===== src/rtl/i_route_split_pkg.sv =====
// Shared interconnect definitions for the route split/merge blocks:
// route-bit position, SRC_ID field, port IDs and the route-pop helper.
package i_route_split_pkg;

    localparam int DATA_W     = 64;
    localparam int BUF_W      = DATA_W + 1;
    localparam int ROUTE_BIT  = 48;
    localparam int SRC_ID_LSB = 48;
    localparam int SRC_ID_MSB = 55;

    localparam logic PORT0 = 1'b0;
    localparam logic PORT1 = 1'b1;

    typedef enum logic {
        ST_HDR  = 1'b0,
        ST_BODY = 1'b1
    } state_t;

    // Consumes the route bit: SRC_ID shifts down one, a zero enters at the top.
    function automatic logic [DATA_W-1:0] pop_route(input logic [DATA_W-1:0] d);
        logic [DATA_W-1:0] r;
        r = d;
        r[SRC_ID_MSB:SRC_ID_LSB] = {1'b0, d[SRC_ID_MSB:SRC_ID_LSB+1]};
        return r;
    endfunction

endpackage


===== src/rtl/double_latch.sv =====
// Two-entry skid buffer; s_ready depends only on its own occupancy, so
// full throughput is kept without a combinational path from m_ready.
module double_latch #(
    parameter int WIDTH = 65
) (
    input  logic             clk,
    input  logic             reset,
    input  logic             s_valid,
    output logic             s_ready,
    input  logic [WIDTH-1:0] s_data,
    output logic             m_valid,
    input  logic             m_ready,
    output logic [WIDTH-1:0] m_data
);

    logic [WIDTH-1:0] mem [2];
    logic             rd_ptr;
    logic             wr_ptr;
    logic [1:0]       count;
    logic             push;
    logic             pop;

    assign s_ready = (count != 2'd2);
    assign m_valid = (count != 2'd0);
    assign m_data  = mem[rd_ptr];
    assign push    = s_valid && s_ready;
    assign pop     = m_valid && m_ready;

    always_ff @(posedge clk) begin
        if (push) begin
            mem[wr_ptr] <= s_data;
        end
    end

    always_ff @(posedge clk) begin
        if (reset) begin
            rd_ptr <= 1'b0;
            wr_ptr <= 1'b0;
            count  <= 2'd0;
        end else begin
            if (push) wr_ptr <= ~wr_ptr;
            if (pop)  rd_ptr <= ~rd_ptr;
            case ({push, pop})
                2'b10:   count <= count + 2'd1;
                2'b01:   count <= count - 2'd1;
                default: count <= count;
            endcase
        end
    end

endmodule


===== src/rtl/i_route_split.sv =====
// Packet router: one inbound stream split to two outputs by header bit 48.
// Define I_ROUTE_SPLIT_STATS_EN to add per-port delivered-packet counters.
//
// state   | meaning
// --------+---------------------------------------------------------
// ST_HDR  | next accepted beat is a header; route from I_TDATA[48]
// ST_BODY | forwarding body beats to latched dir until TLAST
module i_route_split
    import i_route_split_pkg::*;
#(
    parameter int POP_ROUTE = 1
) (
    input  logic              clk,
    input  logic              reset,
    input  logic              I_TVALID,
    output logic              I_TREADY,
    input  logic [DATA_W-1:0] I_TDATA,
    input  logic              I_TLAST,
    output logic              O0_TVALID,
    input  logic              O0_TREADY,
    output logic [DATA_W-1:0] O0_TDATA,
    output logic              O0_TLAST,
`ifdef I_ROUTE_SPLIT_STATS_EN
    output logic [15:0]       pkt_count0,
    output logic [15:0]       pkt_count1,
`endif
    output logic              O1_TVALID,
    input  logic              O1_TREADY,
    output logic [DATA_W-1:0] O1_TDATA,
    output logic              O1_TLAST
);

    state_t            state;
    logic              dir;
    logic              sel;
    logic              accept;
    logic              rdy0;
    logic              rdy1;
    logic [DATA_W-1:0] fwd_data;
    logic [BUF_W-1:0]  q0;
    logic [BUF_W-1:0]  q1;

    // Only the selected buffer's ready reaches I_TREADY (head-of-line blocking).
    assign sel      = (state == ST_HDR) ? I_TDATA[ROUTE_BIT] : dir;
    assign I_TREADY = (sel == PORT1) ? rdy1 : rdy0;
    assign accept   = I_TVALID && I_TREADY;

    always_comb begin
        fwd_data = I_TDATA;
        if ((POP_ROUTE != 0) && (state == ST_HDR)) begin
            fwd_data = pop_route(I_TDATA);
        end
    end

    always_ff @(posedge clk) begin
        if (reset) begin
            state <= ST_HDR;
            dir   <= PORT0;
        end else if (accept) begin
            case (state)
                ST_HDR: begin
                    dir <= I_TDATA[ROUTE_BIT];
                    if (!I_TLAST) state <= ST_BODY;
                end
                ST_BODY: begin
                    if (I_TLAST) state <= ST_HDR;
                end
                default: state <= ST_HDR;
            endcase
        end
    end

    double_latch #(.WIDTH(BUF_W)) u_buf0 (
        .clk     (clk),
        .reset   (reset),
        .s_valid (accept && (sel == PORT0)),
        .s_ready (rdy0),
        .s_data  ({I_TLAST, fwd_data}),
        .m_valid (O0_TVALID),
        .m_ready (O0_TREADY),
        .m_data  (q0)
    );

    double_latch #(.WIDTH(BUF_W)) u_buf1 (
        .clk     (clk),
        .reset   (reset),
        .s_valid (accept && (sel == PORT1)),
        .s_ready (rdy1),
        .s_data  ({I_TLAST, fwd_data}),
        .m_valid (O1_TVALID),
        .m_ready (O1_TREADY),
        .m_data  (q1)
    );

    assign O0_TDATA = q0[DATA_W-1:0];
    assign O0_TLAST = q0[DATA_W];
    assign O1_TDATA = q1[DATA_W-1:0];
    assign O1_TLAST = q1[DATA_W];

`ifdef I_ROUTE_SPLIT_STATS_EN
    always_ff @(posedge clk) begin
        if (reset) begin
            pkt_count0 <= 16'd0;
            pkt_count1 <= 16'd0;
        end else begin
            if (O0_TVALID && O0_TREADY && O0_TLAST) pkt_count0 <= pkt_count0 + 16'd1;
            if (O1_TVALID && O1_TREADY && O1_TLAST) pkt_count1 <= pkt_count1 + 16'd1;
        end
    end
`endif

endmodule


===== config.mk =====
export PLATFORM = sky130hd
export DESIGN_NAME = i_route_split
export DESIGN_NICKNAME = d
export VERILOG_FILES = /design/src/rtl/i_route_split_pkg.sv /design/src/rtl/double_latch.sv /design/src/rtl/i_route_split.sv
export SDC_FILE = /design/constraint.sdc
export NUM_CORES = 1
export LEC_CHECK = 0
export BUFFER_PORTS_ARGS = -buffer_cell sky130_fd_sc_hd__buf_2
export CAP_MARGIN = 15
export CORE_MARGIN = 8
export CORE_UTILIZATION = 54
export DETAILED_ROUTE_END_ITERATION = 12
export PLACE_DENSITY = 0.87
export SLEW_MARGIN = 10
export SYNTH_ARGS = -nofsm -noshare
export SYNTH_HDL_FRONTEND = slang
export SYNTH_SLANG_ARGS = --single-unit

===== constraint.sdc =====
create_clock -name clk -period 5 [get_ports clk]
set_input_delay 0.5 -clock clk [delete_from_list [all_inputs] [get_ports clk]]
set_output_delay 0.5 -clock clk [all_outputs]
set_load 0.02 [all_outputs]

* Word level (Yosys, flattened, before mapping)
Memory sizes are Yosys's and may differ from the RTL's. A register that Yosys moved wholly into a read port is not among the register bits.
Index checks and enable logic that the tools add are counted.
** Word-level totals
- Register bits :: 10
- Bits in latches :: 0
- Memory bits (writable) :: 260
- Memory bits (read-only) :: 0
- Input bits :: 70
- Output and inout port bits :: 133
- Word-level logic and storage cells :: 50
- Memories :: 2
** Memories
- u_buf0.mem :: depth 2, bits a word 65, rd ports 1, clocked after memory_dff 1, write ports 1, line double_latch.sv:16 : logic [WIDTH-1:0] mem [2];
- u_buf1.mem :: depth 2, bits a word 65, rd ports 1, clocked after memory_dff 1, write ports 1, line double_latch.sv:16
** Cells by class
- Add/subtract/negate cells :: 4
- Multiply operators :: 0
- Div/mod/pow operators :: 0
- Magnitude comparators :: 0
- Equality and inequality tests :: 6
- Shift operators :: 0
- Multiplexer cells :: 14
- Bitwise operators :: 5
- Reductions and logical operators :: 11
** Operator list (count)
- $mux 56 :: 1
- $mux 1 :: 11
- $pmux 2 s2 :: 2
- $reduce_bool 2->1 :: 4
- $logic_and 1x1->1 :: 7
- $not 1->1 :: 5
- $add 2x1->2 const B :: 2
- $eq 2x1->1 const B :: 2
- $eq 2x2->1 const B :: 2
- $ne 2x2->1 const B :: 2
- $sub 2x1->2 const B :: 2

* Depth between registers and ports, before layout
- Word-level depth :: 7
- Gate-level depth with buffers :: 7
- Mapped depth without buffers :: 6

* By module
From an unflattened synthesis, not the netlist that was laid out.
** Second synthesis, totals
- Cell total of the unflattened synthesis :: 474
- Area total of the unflattened synthesis :: 10037.1 um^2
** By module, submodules not included
- double_latch :: instances 2, cells an instance 226, area an instance 4906.0 um^2, sequential area each 4003.8 um^2
- i_route_split :: instances 1, cells an instance 22, area an instance 225.2 um^2, sequential area each 40.0 um^2

* Worst setup path after synthesis
OpenSTA, ideal clock, no wires.
- Path kind :: register -> register
- Start point :: reg state
- End point :: mem u_buf0.mem[0][0] (enable)
- Data arrival time :: 3606 ps
- Required time :: 4511 ps
- Path slack :: 905 ps
- Stages on the path, launching flop included :: 5
- Clock period less this slack :: 4095 ps
- Cells stage by stage :: dfxtp_1 -> buf_6 -> mux2i_4 -> nand3_2 -> nor2_1
** On the way
- Cells in the longest elaborated chain, start to end :: 7
- Elaborated cells between the ends (all ways) :: 8
** RTL lines
- from (decl) :: line i_route_split.sv:33 : state_t state;
- from (signal assigned) :: line i_route_split.sv:57 : state <= ST_HDR;
- from (signal assigned) :: line i_route_split.sv:63 : if (!I_TLAST) state <= ST_BODY;
- from (signal assigned) :: line i_route_split.sv:66 : if (I_TLAST) state <= ST_HDR;
- $mux 1 (*)
- $mux 1 :: line i_route_split.sv:45 : assign I_TREADY = (sel == PORT1) ? rdy1 : rdy0;
- $logic_and 1x1->1 :: line i_route_split.sv:46 : assign accept = I_TVALID && I_TREADY;
- $logic_and 1x1->1 (*) :: line i_route_split.sv:76 : .s_valid (accept && (sel == PORT0)),
- $logic_and 1x1->1 (*) :: line double_latch.sv:26 : assign push = s_valid && s_ready;
- $mux 1 (*) :: line double_latch.sv:30 : if (push) begin
- $mux 1 (implied by the code) (*) :: line double_latch.sv:31 : mem[wr_ptr] <= s_data;
- to (decl) :: line double_latch.sv:16
Every way passes the cells marked *; elsewhere a longest branch is shown, timed or not.

==> results.py <==
metrics = {
    "synthesis": {
        "syn_area_sq_um": 9990,
        "synthAdderAreaFrac_pct": 0.250,
        "syn_nets": 543,
        "synth-compound-area-share_pct": 0.413,
        "synth.distinct_cells": 25,
        "avgSynthCellArea_sq_um": 21.2,
        "synth.mux.area_fraction_pct": 15.8,
        "synth_top_area_share_pct": 78.1,
        "synth_top_family_by_area": "multiplexers",
        "syn_inst": 471,
        "synth-simple-area-share_pct": 1.41,
        "netlist_top_cells_area": "edfxtp_1 78%, mux2_2 16%, dfxtp_1 2.4%",
        "yosysTopAreaCell": "edfxtp_1",
        "yosysWarnings": 0,
        "synth-xor-area-share_pct": 0.701,
        "seq_area_frac_synth_pct": 80.5,
        "ys_ff_latch": 272,
    },
    "run_status": {
        "status": "completed",
    },
    "global_routing": {
        "grt_max_degree": 66,
        "antenna_found_initial": 2,
        "grt_pass1_vias": 5406,
        "grtUsageTotal_pct": 16.4,
        "grt_pass1_wl_mm": 30.3,
        "grt_overflow": 0,
    },
    "clock_network": {
        "cts_max_path_buffers": 3,
        "cts_tree": "built",
        "numCtsBuffers": 26,
        "insertion_delay_ps": 510,
        "hold_buffers": 0,
        "clkSinkCount": 272,
        "path_clk_slew_ps": 60,
        "cts_setup_buffers": 0,
        "cts_max_level": 1,
        "cts-resized-gates": 0,
        "root_buffer": "clkbuf_16",
    },
    "place": {
        "place_congestion": 0.828,
        "placed_area_sq_um": 11300,
        "port_buffers": 202,
        "post-dp-hpwl_mm": 13.3,
    },
    "routing": {
        "drt-wirelength-per-cell_um": 21.1,
        "postRouteAntennaNets": 0,
        "drc": 0,
        "drt_iter0_drc": 316,
        "viasPerCell": 5.35,
        "drt_pass1_iterations": 4,
        "routed_wl_mm": 19.7,
        "vias": 5017,
    },
    "critical_path": {
        "critPathKind": "register to output pin",
        "endpoint_kind": "output pin",
        "cp.arrival_ps": 2460,
        "cp.required_ps": 4500,
        "setup.worst_path.start_class": "register",
        "cp_max_fo": 35,
    },
    "final_layout": {
        "fill_cells": 1114,
        "final_cell_mix": "260 x edfxtp_1, 202 x buf_2, 138 x mux2_2, 27 x clkbuf_16, 10 x dfxtp_1",
        "layout_commonest_cell": "edfxtp_1",
        "drive_above_1_share_pct": 55.1,
        "nets": 762,
        "fin_util_pct": 66.9,
        "design_area_sq_um": 12100,
        "final-seq-area_sq_um": 8050,
        "multi_input_area_sq_um": 1880,
        "diodes": 0,
        "syn2layout_area_growth_pct": 21.1,
    },
    "min_path": {
        "worstHoldPathType": "primary input to register",
    },
    "floorplanning": {
        "die_area_sq_um": 23100,
        "core_area_sq_um": 18100,
        "die_w_um": 152,
        "ioPinCount": 203,
        "num_rows": 49,
        "initial_utilization_pct": 55.3,
        "fp.dieH_um": 152,
    },
    "pwr": {
        "p_leak_nw": 4.32,
        "p_comb_share_pct": 23.2,
        "cellPowerDensity_nw_per_um2": 515,
        "switching_share_pct": 28.2,
        "p_clk_share_pct": 30.3,
        "irDropWorstVdd_mv": 0.319,
        "power_frac_seq_pct": 46.5,
        "p_sw_mw": 1.76,
        "intPower_mw": 4.47,
    },
    "timing": {
        "period_needed_ps": 2960,
        "setup_viol": 0,
        "worst_slew_pin_slew_ps": 1020,
        "rsz0062_at_grt": "false",
        "max_slew_margin_pct": 32.1,
        "finalSetupTns_ps": 0,
        "hold_viol": 0,
        "skew_ps": 17.2,
        "achievable-frequency_mhz": 337,
        "period_share_pct": 59.3,
        "drv_slew": 0,
    },
    "job": {
        "max_cap_violations": 0,
    },
}
-- Yosys cell counts (all sizes together) --
cell    instances
or3             2
edfxtp        260
or2             2
a21oi           4
nand3           2
mux2i           1
nor2           12
xnor2           6
inv             2
xor2            2
buf            15
nand2b          2
nand3b          1
clkbuf          1
mux2          138
ha              2
and2            3
o21ai           2
nand2           1
a21o            1
dfxtp          12
-- worst max-delay path, cell delays in order (launching register included) --
cell and delay, ps:
dfxtp_2 810, buf_4 530, mux2_2 410, buf_2 160
-- registers in the layout, indices dropped and copies added, names as in the netlist, 2 cells and up, named ones only --
register,count
u_buf0.count,2
u_buf0.mem,130
u_buf1.count,2
u_buf1.mem,130
-- power by group through the flow --
| stage | Clock (mW) | Combinational [mW] | Sequential [mW] |
|---|---|---|---|
| after floorplan | 0 | 1.08 | 2.83 |
| after global placement | 0 | 1.43 | 2.93 |
| after detailed placement | 0 | 1.46 | 2.95 |
| after CTS | 1.92 | 1.47 | 2.90 |
| after global routing | 2.02 | 1.53 | 2.92 |
| final | 1.89 | 1.45 | 2.90 |
-- layer usage --
metal | vias to the layer above | wire (um) | part of all wire (%) | global-route usage, %
met5 | - | 17 | 0.086 | 0
met2 | 219 | 9860 | 50 | 28.2
met4 | 4 | 339 | 1.7 | 4.52
met3 | 33 | 1560 | 7.9 | 4.62
li1 | 2289 | - | - | -
met1 | 2472 | 7960 | 40 | 20.2
-- worst paths after layout --
kind	cells after the start	slack, ps	start	endpoint
worst max-delay path	3	2040	register	O0_TDATA[24]
worst min-delay path	1	210	I_TDATA[1]	u_buf1.mem[1][1]
worst max register to register	4	2140	state	u_buf0.mem[0][10]
worst min register to register	2	510	dir	dir
-- final cells by class --
type	count	area share [%]
repair buffers	207	8.66
clock buffers	35	5.83
flip-flops and latches	272	66.5
well taps	229	2.37
clock inverters	11	1.01
multi-input cells	181	15.6
inverters	2	0.0620
-- per-stage QoR --
step	setup WS (ps)	std cells	hold slack [ps]	power (mW)
6_report	2040	937	206	6.23
5_1_grt	1900	937	189	6.48
4_1_cts	1970	937	192	6.29
3_5_place_dp	2110	891	501	4.41
3_3_place_gp	2240	891	478	4.36
2_1_floorplan	905	471	461	3.91
-- cells by family after synthesis --
family          after synthesis
xor+xnor                      8
fa+ha+maj                     2
simple gates                 25
mux                         139
flops                       272
compound gates                7
buf+inv                      18
Note: power is estimated with default switching activity, not from simulation.
